$ cat src/rtl/serial_comparator_ctrl.sv
// rtl/serial_comparator_ctrl.sv - bit-serial MSB-first magnitude comparator with IDLE/COMPARE/DONE control
// Operands are captured on the accepting edge and scanned one bit per clock from the top.
module serial_comparator_ctrl #(
  parameter int WIDTH = 8
) (
  input  logic             clk,
  input  logic             rst_n,
  input  logic             start,
  input  logic [WIDTH-1:0] a,
  input  logic [WIDTH-1:0] b,
  output logic             busy,
  output logic             done,
  output logic             g,
  output logic             l,
  output logic             e
);

  localparam int IW = (WIDTH > 2) ? $clog2(WIDTH) : 1;
  localparam logic [IW-1:0] IDX_TOP = IW'(WIDTH - 1);

  typedef enum logic [1:0] {
    IDLE    = 2'd0,
    COMPARE = 2'd1,
    DONE    = 2'd2
  } state_t;

  state_t           state;
  state_t           next_state;
  logic [WIDTH-1:0] a_q;
  logic [WIDTH-1:0] b_q;
  logic [IW-1:0]    idx;

  logic bit_a;
  logic bit_b;
  logic bits_differ;
  logic last_bit;

  logic capture;
  logic load_result;
  logic dec_idx;
  logic busy_d;
  logic done_d;

  assign bit_a       = a_q[idx];
  assign bit_b       = b_q[idx];
  assign bits_differ = bit_a ^ bit_b;
  assign last_bit    = (idx == '0);

  // State register plus every registered datapath/output bit.
  always_ff @(posedge clk) begin
    if (!rst_n) begin
      state <= IDLE;
      a_q   <= '0;
      b_q   <= '0;
      idx   <= IDX_TOP;
      busy  <= 1'b0;
      done  <= 1'b0;
      g     <= 1'b0;
      l     <= 1'b0;
      e     <= 1'b0;
    end else begin
      state <= next_state;
      busy  <= busy_d;
      done  <= done_d;
      if (capture) begin
        a_q <= a;
        b_q <= b;
        idx <= IDX_TOP;
      end else if (dec_idx) begin
        idx <= idx - 1'b1;
      end
      if (load_result) begin
        g <= bit_a & ~bit_b;
        l <= ~bit_a & bit_b;
        e <= ~bits_differ;
      end
    end
  end

  always_comb begin
    next_state = state;
    case (state)
      IDLE:    if (start) next_state = COMPARE;
      COMPARE: if (bits_differ || last_bit) next_state = DONE;
      DONE:    next_state = IDLE;
      default: next_state = IDLE;
    endcase
  end

  // busy/done are computed from the next state so they leave the flops aligned with state.
  always_comb begin
    capture     = 1'b0;
    load_result = 1'b0;
    dec_idx     = 1'b0;
    busy_d      = (next_state == COMPARE) || (next_state == DONE);
    done_d      = (next_state == DONE);
    case (state)
      IDLE:    capture = start;
      COMPARE: begin
        load_result = bits_differ || last_bit;
        dec_idx     = !bits_differ && !last_bit;
      end
      default: ;
    endcase
  end

endmodule

$ cat config.mk
export PLATFORM = sky130hd
export DESIGN_NAME = serial_comparator_ctrl
export DESIGN_NICKNAME = d
export VERILOG_FILES = /design/src/rtl/serial_comparator_ctrl.sv
export SDC_FILE = /design/constraint.sdc
export NUM_CORES = 1
export LEC_CHECK = 0
export ABC_CLOCK_PERIOD_IN_PS = 5400
export BUFFER_PORTS_ARGS = -buffer_cell sky130_fd_sc_hd__clkbuf_2
export CORE_ASPECT_RATIO = 1.75
export CORE_MARGIN = 10
export CORE_UTILIZATION = 30
export CTS_BUF_LIST = sky130_fd_sc_hd__clkbuf_2
export DETAILED_ROUTE_END_ITERATION = 12
export MAX_ROUTING_LAYER = met4
export PLACE_DENSITY = 0.57
export SLEW_MARGIN = 5
export SYNTH_ARGS = -nofsm -noshare
export SYNTH_HDL_FRONTEND = slang
export SYNTH_SLANG_ARGS = --single-unit
$ cat constraint.sdc
create_clock -name clk -period 5.4 [get_ports clk]
set_input_delay 0.54 -clock clk [delete_from_list [all_inputs] [get_ports clk]]
set_output_delay 0.54 -clock clk [all_outputs]
set_load 0.01 [all_outputs]
==> PnR_summary.wiki <==
{| class="wikitable"
! Metric !! Value
|-
| Status || finished clean
|-
| Gate count after technology mapping || 110
|-
| Minimum clock period after layout || 2380 ps
|-
| Final GP Congestion || 0.736
|-
| Register cell area after layout || around 520 um^2
|-
| Largest net degree at the start of global routing || 27
|-
| Hold Fails Final Rpt || 0
|-
| Worst voltage drop across the vdd grid || approximately 120 uV
|-
| Category of the worst setup path capture point || flip-flop
|-
| Maximum buffer depth of the clock tree || 2
|-
| Maximum clock frequency || roughly 420 MHz
|-
| Cell area after technology mapping || 1230 um^2
|-
| Syn Area/Cell || 11.2 um^2
|-
| Startpoint of the worst register-to-register path || idx[0]$_SDFFE_PP1P_
|-
| Yosys reg bits || 26
|-
| Die span in x || about 70 um
|-
| Number of warnings reported in the yosys synthesis log || 0
|-
| Worst-Skew Late Latency || 350 ps
|-
| Number of setup violations in the final report || 0
|-
| Dpl cell area || roughly 1400 um^2
|-
| Wire length of the first global-routing pass || between 4000 and 5000 um
|-
| Maximum fanout count along the critical path || 9
|-
| Clock-pin transition on the worst setup and hold timing paths || between 200 and 300 ps
|-
| Number of antenna violations at the first check in global routing || 0
|-
| Largest clock skew in the final design || roughly 9 ps
|-
| Cell class contributing the biggest share of worst-path delay || adder cells
|-
| DR iter-0 viols || 30
|-
| Max H-tree Level || 1
|-
| Via/cell ratio || approximately 4.6
|-
| Hold path start || a[7]
|-
| Number of fill cells in the layout || roughly 430
|-
| Slew Limit Fails || 0
|-
| DR DRC count || 0
|-
| Endpoint of the lowest-slack register-to-register path || busy$_SDFF_PN0_
|-
| Fraction of final layout cells sized beyond drive strength 1 || 23.5%
|-
| Estimated wirelength of the detail-placed design || 1940 um
|-
| Met3 routed WL || 48 um
|-
| PD cells || about 250 nW/um^2
|-
| Number of antenna repair diodes || 0
|-
| Starting utilization of the core area || a little under a third
|-
| Dpl cells || about 180
|-
| Depth of the most critical reg-to-reg path || 7
|-
| RSZ-0062 raised after global routing || false
|-
| CTS Buf Count || 3
|-
| Area of the die || a little over 7000 um^2
|-
| Worst stage delay on the critical path || between 600 and 700 ps
|-
| Finished Layout Cells || 180
|-
| Number of standard-cell rows in the floorplan || 30
|-
| Sink count of the clock tree || 26
|-
| Met2 layer wire length in the routed design || 1420 um
|-
| Average wire per cell in the routed design || 13.6 um
|-
| Die outline height || about 100 um
|-
| Fin crit share || 44.0%
|-
| Number of unique standard cell types used by synthesis || 20
|-
| Number of vias after detailed routing || approximately 840
|-
| Hold endpoint || a_q[7]$_SDFFE_PN0P_
|-
| Io pins || 24
|-
| Portion of the post-synthesis area used by sequential elements || 42.4%
|-
| Req. time, crit path || between 5000 and 6000 ps
|-
| Critical Path Slowest Stage Cell || mux4_1
|-
| Metal-1 WL || ~950 um
|-
| Core Footprint || a little under 4000 um^2
|-
| Critical path, cell by cell || mux4_1, nand2_1, and2_1, ha_1, a31oi_1, ha_1, nor2b_1
|-
| Critical path buffer and inverter count || 0
|-
| Synthesized net count || roughly 130
|-
| Leakage Power || ~0.63 nW
|-
| Clock root buffer || clkbuf_2
|-
| Synthesis-to-layout area growth || 13.0%
|-
| Port bufs || 23
|-
| Net count, final || 157
|-
| Reg-to-reg setup timing slack || slightly above 3000 ps
|-
| All-Layer GR Usage || between 7 and 8%
|-
| Accumulated negative setup slack || 0 ps
|-
| Slew headroom || between 70% and 80%
|-
| Crit Path Class || reg2reg
|-
| Detailed Route WL || about 2500 um
|-
| Arrival @ worst endpoint || ~2700 ps
|-
| Number of setup buffers added after CTS || 0
|-
| Total overflow reported by the global router || 0
|-
| # Max-Cap Violations || 0
|-
| Vias in the first global route || 910
|-
| Total of hold buffers inserted after clock tree synthesis || 0
|-
| Hold Path Class || in2reg
|-
| Hold Path Depth || 3
|-
| Worst-Margin Slew || 437 ps
|-
| Resized cells post-CTS || 0
|-
| Number of routed nets with antenna violations || 0
|-
| Length of the first detailed-routing pass in iterations || 4
|-
| Area taken by multi-input logic gates || around 660 um^2
|-
| TritonCTS clock tree || built
|-
| CP Launch Type || flip-flop
|-
| Uppermost routed layer || met4
|-
| Post-layout instance area || between 1000 and 1500 um^2
|-
| Most Frequent Cell on Critical Path || ha_1
|}
worst max path at each step:
stage	depth (start not counted)	end	start
global route	7	busy$_SDFF_PN0_	idx[0]$_SDFFE_PP1P_
finish	7	busy$_SDFF_PN0_	idx[0]$_SDFFE_PP1P_
floorplan	9	done$_SDFF_PN0_	idx[0]$_SDFFE_PP1P_
global placement	7	done$_SDFF_PN0_	idx[0]$_SDFFE_PP1P_
CTS	7	busy$_SDFF_PN0_	idx[0]$_SDFFE_PP1P_
detailed placement	7	done$_SDFF_PN0_	idx[0]$_SDFFE_PP1P_
per-stage QoR:
step | hold slack, ps | total power [W] | util, % | worst slack, ps
4_1_cts | 404 | 0.000357 | 35.5 | 3040
2_1_floorplan | 474 | 0.000265 | - | 3200
5_1_grt | 411 | 0.000370 | 35.5 | 2890
6_report | 423 | 0.000351 | 35.5 | 3020
3_3_place_gp | 461 | 0.000280 | 35.1 | 3130
3_5_place_dp | 458 | 0.000283 | 35.1 | 3060
routing by layer:
layer / track usage, % / up-vias
met1: 7.39 / 388
met2: 13.3 / 12
met3: 1.60 / 2
met5: - / -
li1: - / 434
met4: 3.03 / 0
worst min-delay path: stages:
cell,delay (ps)
clkbuf_2,70
mux2i_1,50
nor2b_1,90
cell usage in the layout (no fill, tap or decap):
| cell type | n |
|---|---|
| a21oi_4 | 1 |
| a31oi_1 | 3 |
| a41oi_1 | 1 |
| and2_1 | 4 |
| and4_1 | 2 |
| and4_2 | 1 |
| buf_4 | 1 |
| clkbuf_2 | 26 |
| clkinv_1 | 1 |
| dfxtp_1 | 26 |
| ha_1 | 5 |
| inv_1 | 2 |
| mux2i_1 | 18 |
| mux4_1 | 4 |
| nand2_1 | 10 |
| nand2b_1 | 2 |
| nor2b_1 | 20 |
| nor3b_2 | 1 |
| o21ai_0 | 3 |
| o221a_2 | 1 |
flip-flops by register name (all words and copies together) (netlist names):
register / cells
busy: 1
state: 2
l: 1
done: 1
b_q: 8
g: 1
e: 1
a_q: 8
idx: 3
report_power, final:
group | total (W) | internal, W | switching, W
clock network | 0.0000738 | 0.0000161 | 0.0000577
registers | 0.000213 | 0.000205 | 0.00000806
logic | 0.0000644 | 0.0000338 | 0.0000306
total | 0.000351 | 0.000255 | 0.0000964
final cells by class:
type                            instances  area share (%)
Tap cell                               48            4.33
Timing Repair Buffer                   24            8.84
Clock inverter                          1           0.271
Multi-Input combinational cell         76            47.4
Inverter                                2           0.541
Sequential cell                        26            37.5
Clock buffer                            3            1.08
synth_stat cells:
cell,n,area [um^2]
o221a_2,1,11.3
o21ai_0,3,15.0
nand2b_1,2,12.5
a41oi_1,1,8.76
mux2i_1,18,180
inv_1,2,7.51
nor2b_1,20,125
and4_2,1,10.0
a31oi_1,3,18.8
and2_1,4,25.0
buf_6,2,22.5
clkbuf_1,3,11.3
buf_4,1,7.51
a21oi_4,1,16.3
ha_1,5,62.6
dfxtp_1,26,521
mux4_1,4,105
nor3b_2,1,12.5
nand2_1,10,37.5
and4_1,2,17.5
logic make-up (layout without fill, tap and decap cells):
family	count (synthesis)	after routing	share of synthesized area (%)
buffers and inverters	8	30	3.98
adder cells (fa/ha/maj)	5	5	5.10
multiplexers	22	22	23.2
AND/OR/NAND/NOR	40	40	19.6
AO/OA/AOI/OAI	9	9	5.71
flip-flops	26	26	42.4
Note: power is estimated with default switching activity, not from simulation.
